--- src/rtl/enc_symbol_serializer_pkg.sv ---
// Shared constants and types for the convolutional-encoder symbol path.
// The encoder-side packer imports this same package so both ends agree on symbol order.
package enc_symbol_serializer_pkg;

  localparam int SYM_W         = 2;
  localparam int SYMS_PER_WORD = 8;
  localparam int WORD_W        = SYM_W * SYMS_PER_WORD;
  localparam int BUF_DEPTH     = 2;
  localparam int IDX_W         = $clog2(SYMS_PER_WORD);
  localparam int CNT_W         = $clog2(BUF_DEPTH + 1);

  typedef logic [SYM_W-1:0]  sym_t;
  typedef logic [WORD_W-1:0] word_t;

  typedef enum logic {
    ST_IDLE  = 1'b0,
    ST_SHIFT = 1'b1
  } shift_state_e;

endpackage

--- src/rtl/enc_symbol_serializer_fifo.sv ---
// Small word FIFO with occupancy count; async active-low reset, sync flush.
// DEPTH must be a power of two so the pointers wrap naturally.
module enc_word_fifo #(
  parameter int DEPTH = 2,
  parameter int W     = 16,
  localparam int PW   = (DEPTH > 1) ? $clog2(DEPTH) : 1,
  localparam int CW   = $clog2(DEPTH + 1)
) (
  input  logic          clk,
  input  logic          rst,
  input  logic          flush_i,
  input  logic          push_i,
  input  logic          pop_i,
  input  logic [W-1:0]  din_i,
  output logic [W-1:0]  dout_o,
  output logic [CW-1:0] count_o
);

  logic [W-1:0]  mem_q [DEPTH];
  logic [PW-1:0] wr_ptr_q, rd_ptr_q;
  logic [CW-1:0] count_q;
  logic          do_push, do_pop;

  // Flush wins over both ports; over/underflow requests are ignored.
  assign do_push = push_i && !flush_i && (count_q != CW'(DEPTH));
  assign do_pop  = pop_i  && !flush_i && (count_q != '0);

  always_ff @(posedge clk or negedge rst) begin
    if (!rst) begin
      wr_ptr_q <= '0;
      rd_ptr_q <= '0;
      count_q  <= '0;
    end else if (flush_i) begin
      wr_ptr_q <= '0;
      rd_ptr_q <= '0;
      count_q  <= '0;
    end else begin
      if (do_push) wr_ptr_q <= wr_ptr_q + 1'b1;
      if (do_pop)  rd_ptr_q <= rd_ptr_q + 1'b1;
      if (do_push && !do_pop)      count_q <= count_q + 1'b1;
      else if (do_pop && !do_push) count_q <= count_q - 1'b1;
    end
  end

  always_ff @(posedge clk) begin
    if (do_push) mem_q[wr_ptr_q] <= din_i;
  end

  assign dout_o  = mem_q[rd_ptr_q];
  assign count_o = count_q;

endmodule

--- src/rtl/enc_symbol_serializer.sv ---
// Unpacks 16-bit packed code words into one 2-bit symbol per clock, symbol 0 = word[1:0] first.
// A 2-entry input buffer lets the next word load on the same edge as symbol 7, so streams are gap-free.
module enc_symbol_serializer
  import enc_symbol_serializer_pkg::*;
(
  input  logic               clk,
  input  logic               rst,
  input  logic               flush,
  input  logic [WORD_W-1:0]  word_in,
  input  logic               word_valid,
  output logic               word_ready,
  output logic [SYM_W-1:0]   sym_out,
  output logic               sym_valid,
  output logic               sym_first,
  output logic [IDX_W-1:0]   sym_idx,
  output logic               starve,
  output shift_state_e       dbg_state_o
);

  localparam logic [IDX_W-1:0] LAST_IDX = IDX_W'(SYMS_PER_WORD - 1);

  shift_state_e     state_q, state_d;
  word_t            shreg_q, shreg_d;
  logic [IDX_W-1:0] idx_q, idx_d;
  logic             valid_q, valid_d;
  logic             first_q, first_d;
  logic             starve_q, starve_d;

  word_t            fifo_dout;
  logic [CNT_W-1:0] fifo_cnt;
  logic             push, pop;

  // Handshake: a word transfers on a rising edge where word_valid && word_ready.
  // word_ready depends only on the registered count, flush and rst, never on the pop side,
  // so a full buffer keeps ready low even in a cycle that pops.
  assign word_ready = (fifo_cnt != CNT_W'(BUF_DEPTH)) && !flush && rst;
  assign push       = word_valid && word_ready;

  enc_word_fifo #(
    .DEPTH (BUF_DEPTH),
    .W     (WORD_W)
  ) u_fifo (
    .clk     (clk),
    .rst     (rst),
    .flush_i (flush),
    .push_i  (push),
    .pop_i   (pop),
    .din_i   (word_in),
    .dout_o  (fifo_dout),
    .count_o (fifo_cnt)
  );

  always_ff @(posedge clk or negedge rst) begin
    if (!rst) begin
      state_q  <= ST_IDLE;
      shreg_q  <= '0;
      idx_q    <= '0;
      valid_q  <= 1'b0;
      first_q  <= 1'b0;
      starve_q <= 1'b0;
    end else begin
      state_q  <= state_d;
      shreg_q  <= shreg_d;
      idx_q    <= idx_d;
      valid_q  <= valid_d;
      first_q  <= first_d;
      starve_q <= starve_d;
    end
  end

  always_comb begin
    state_d  = state_q;
    shreg_d  = shreg_q;
    idx_d    = idx_q;
    valid_d  = valid_q;
    first_d  = 1'b0;
    starve_d = 1'b0;
    pop      = 1'b0;
    if (flush) begin
      state_d = ST_IDLE;
      shreg_d = '0;
      idx_d   = '0;
      valid_d = 1'b0;
    end else begin
      unique case (state_q)
        ST_IDLE: begin
          if (fifo_cnt != '0) begin
            pop     = 1'b1;
            state_d = ST_SHIFT;
            shreg_d = fifo_dout;
            idx_d   = '0;
            valid_d = 1'b1;
            first_d = 1'b1;
          end
        end
        ST_SHIFT: begin
          if (idx_q != LAST_IDX) begin
            idx_d   = idx_q + 1'b1;
            shreg_d = shreg_q >> SYM_W;
          end else if (fifo_cnt != '0) begin
            // Reload on the last symbol so the next word follows with no bubble.
            pop     = 1'b1;
            shreg_d = fifo_dout;
            idx_d   = '0;
            first_d = 1'b1;
          end else begin
            state_d  = ST_IDLE;
            shreg_d  = '0;
            idx_d    = '0;
            valid_d  = 1'b0;
            starve_d = 1'b1;
          end
        end
        default: state_d = ST_IDLE;
      endcase
    end
  end

  assign sym_out     = shreg_q[SYM_W-1:0];
  assign sym_valid   = valid_q;
  assign sym_first   = first_q;
  assign sym_idx     = idx_q;
  assign starve      = starve_q;
  assign dbg_state_o = state_q;

endmodule

--- config.mk ---
export PLATFORM = sky130hd
export DESIGN_NAME = enc_symbol_serializer
export DESIGN_NICKNAME = d
export VERILOG_FILES = /design/src/rtl/enc_symbol_serializer_pkg.sv /design/src/rtl/enc_symbol_serializer_fifo.sv /design/src/rtl/enc_symbol_serializer.sv
export SDC_FILE = /design/constraint.sdc
export NUM_CORES = 1
export LEC_CHECK = 0
export ABC_CLOCK_PERIOD_IN_PS = 4200
export CORE_UTILIZATION = 40
export DETAILED_ROUTE_END_ITERATION = 10
export PLACE_DENSITY = 0.69
export SLEW_MARGIN = 15
export SYNTH_ARGS = -nofsm -noshare
export SYNTH_HDL_FRONTEND = slang
export SYNTH_HIERARCHICAL = 1
export SYNTH_SLANG_ARGS = --single-unit
export TNS_END_PERCENT = 30
--- constraint.sdc ---
create_clock -name clk -period 4.2 [get_ports clk]
set_input_delay 0.84 -clock clk [delete_from_list [all_inputs] [get_ports clk]]
set_output_delay 0.84 -clock clk [all_outputs]
set_load 0.02 [all_outputs]
==> impl_results.md <==
* Status: completed
* CORE AREA at roughly 5900 um^2
* Clk_lat worst skew at 0.33 ns
* Fin cells at 270
* Mapped cell area at 2440 um^2
* Total congestion overflow at 0
* Clock Power Share at 39.1%
* NetSw at 259 uW
* Largest family of logic cells by synthesized area: simple AND/OR/NAND/NOR gates
* Adder-Cell Fraction of Synth Area at 1.54%
* Ant diodes at 0
* R2R Setup Slk at 1.27 ns
* Warning count from the yosys run at 6
* Library cells used by synthesis at 32
* Max IR drop VDD at 0.215 mV
* Power share of the combinational group at under 10%
* Die area at 6420 um^2
* Post-route ant nets at 0
* Top-Level Pins at 30
* GRT Overall Usage at between 10% and 20%
* Final hold violations at 0
* First-pass GRT wire length at 7.02 mm
* Worst Path Arrival at 2.36 ns
* Cts hold-fix bufs at 0
* GR peak layer: met2
* Pwr per Cell Area at around 400 nW/um^2
* Cts repair resizes at 0
* Drt drc at 0
* Simple-Gate Fraction of Synth Area at a little over 10%
* Syn_area_per_cell at 15.7 um^2
* CTS tree: yes
* Register area share after synthesis at 67.1%
* Final #Nets at about 210
* Startpoint types: input pin
* Final period util at roughly 76%
* WL per Instance at 15.5 um
* Critical path type: in2out
* RSZ-0062 raised after global routing: no
* M1 GR Usage at between 10% and 20%
* Final WL at 4.19 mm
* Maxcap violations at 0
* Post-Place Worst Slack at around 0.73 ns
* Buffers on Ports at 29
* Via count at 1425
* Fin Hold WS at 0.514 ns
* Post-CTS setup repair buffer count at 0
* Max transition margin at 46.2%
* Maximum operating frequency at around 0.31 GHz
* Clock skew at 0.00743 ns
* Antenna violations before repair at 0
* Cells after DPL at 254
* Post-DR vias/cell at between 5 and 6
* Routability cong. at 0.815
* Synth Area in Compound Gates at about a tenth
* Synth top area share at 39.4%
* Num CTS Buffers at 9
* Largest net degree at the start of global routing at 28
* Starting Density at 41.5%
* Least-Margin Pin Slew at 0.807 ns
* Crit-path max FO at 16
* HP Class: reg2reg
* Internal power at approximately 930 uW
* Synth-to-layout area growth at 21.7%
* Final Util at around half
* CTS clock-pin slew for the worst setup and hold paths at around 0.06 ns
* Root Buffer: clkbuf_8
* Die span in y at 80.1 um
* Reg power frac at 53.6%
* Share of cells above drive strength 1 at a little over a fifth
* Yosys top cell by area: edfxtp_1
* CTS HTree Levels at 3
* Vias in the first global route at 1468
* Setup_tns at 0 ns
* Detailed Place HPWL at 2.83 mm
* Routing usage on met3 at 6.59%
* Worst-case clock buffer depth at 2
* Fillers at 494
* Top cells by area, synth: edfxtp_1 39%, dfrtp_1 28%, mux2_2 7.8%, a221o_1 4.9%, and2_1 3.6%
* CP Capture Type: primary output
* Rows at 28
* Final Max Slew Viols at 0
* Chip Width at between 80 and 90 um
* Leak Pwr at 1.15 nW
* Detailed Routing Iterations Pass 1 at 4
* Min Tclk post-route at ~3.2 ns
* Xor and xnor area share after synthesis at 1.08%
* WP data required at 3.36 ns
* Final setup fails at 0
* 1st-iter DRT viols at a little over 70
* FF+latch count, synth at between 50 and 60
* Gate count of the mapped netlist at 155
* Worst Slack Setup Final at ~1.0 ns
* Mux contribution to synthesized area at about 7.8%
* Switch share at 21.7%
* Clk sink count at 59
* Syn nets at 178
* Met2 usage at 24.9%
-- per-stage QoR --
| stage | instance area [um^2] | power, mW |
|---|---|---|
| 3_3_place_gp | 2790 | 0.732 |
| 4_1_cts | 2970 | 1.21 |
| 3_5_place_dp | 2790 | 0.737 |
| 6_report | 2970 | 1.19 |
| 5_1_grt | 2970 | 1.24 |
| 2_1_floorplan | 2440 | 0.695 |
-- flip-flops by register name, summed over array words and instances (netlist names) --
register and flops:
starve 1, dbg_state_o 1, sym_valid 1, sym_first 1
sym_idx 3, shreg_q 16, u_fifo/count_o 2, u_fifo/rd_ptr_q 1
u_fifo/mem_q 32, u_fifo/wr_ptr_q 1
-- worst paths after layout --
check                                 start                 to  cells past startpoint
min in group asynchronous               rst    u_fifo/wr_ptr_q                      2
max in group asynchronous               rst         shreg_q[5]                      2
worst min register to register  shreg_q[14]        shreg_q[14]                      1
worst min-delay path            shreg_q[14]        shreg_q[14]                      1
worst max-delay path                  flush         word_ready                      4
worst max register to register   sym_idx[1]  u_fifo/count_o[1]                      9
-- power groups by stage --
stage	combinational (mW)	clock [mW]	sequential (mW)
CTS	0.0878	0.479	0.639
global placement	0.0830	0	0.649
floorplan	0.0447	0	0.650
detailed placement	0.0875	0	0.650
global route	0.0944	0.504	0.640
finish	0.0862	0.466	0.639
-- logic make-up after synthesis --
logic type	count (synthesis)
buffers and inverters	9
AOI/OAI and AO/OA	28
xor gates and xnor gates	3
DFF	59
adders and majority gates	3
and+or+nand+nor	36
muxes	17
-- Yosys cell counts, drive strengths merged --
cell    instances
edfxtp         32
or2             1
nor2b           2
nor3b           1
buf             8
nor3            4
nor2            4
xor2            3
a22oi           2
and2           14
and2b           2
and3            1
o21ai           3
a221o          12
ha              3
mux2           17
dfrtp          27
inv             1
nand2b          1
a211oi          1
a21oi           5
nand3b          2
or3             2
a22o            4
a21bo           1
nor4            2
-- area by class of cell --
| type | instances | area [um^2] | share of cell area [%] |
|---|---|---|---|
| well taps | 75 | 93.8 | 3.16 |
| multi-input cells | 87 | 739 | 24.9 |
| repair buffers | 32 | 313 | 10.5 |
| clock buffers | 14 | 173 | 5.82 |
| flip-flops and latches | 59 | 1640 | 55.1 |
| clock inverters | 2 | 10.0 | 0.337 |
| inverters | 1 | 3.75 | 0.126 |
-- per-layer routing --
metal	part of all wire, %	vias to the layer above
li1	-	659
met1	40	722
met2	52	33
met3	5.0	11
met4	3.1	0
met5	0	-
-- cell usage in the layout (no fill, tap or decap), drive strengths merged, types with 3 or more instances in the layout --
master	Yosys	routed
edfxtp	32	32
clkdlybuf4s50	0	29
dfrtp	27	27
mux2	17	17
and2	14	14
clkbuf	0	14
a221o	12	12
a21oi	5	5
a22o	4	4
nor3	4	4
nor2	4	4
ha	3	3
buf	8	3
o21ai	3	3
xor2	3	3
-- worst max-delay path, stage by stage --
cell and delay [ns]:
clkdlybuf4s50_1 0.39, buf_4 0.20, nor3b_1 0.27, clkdlybuf4s50_1 0.65
(Power assumes the default switching activity.)
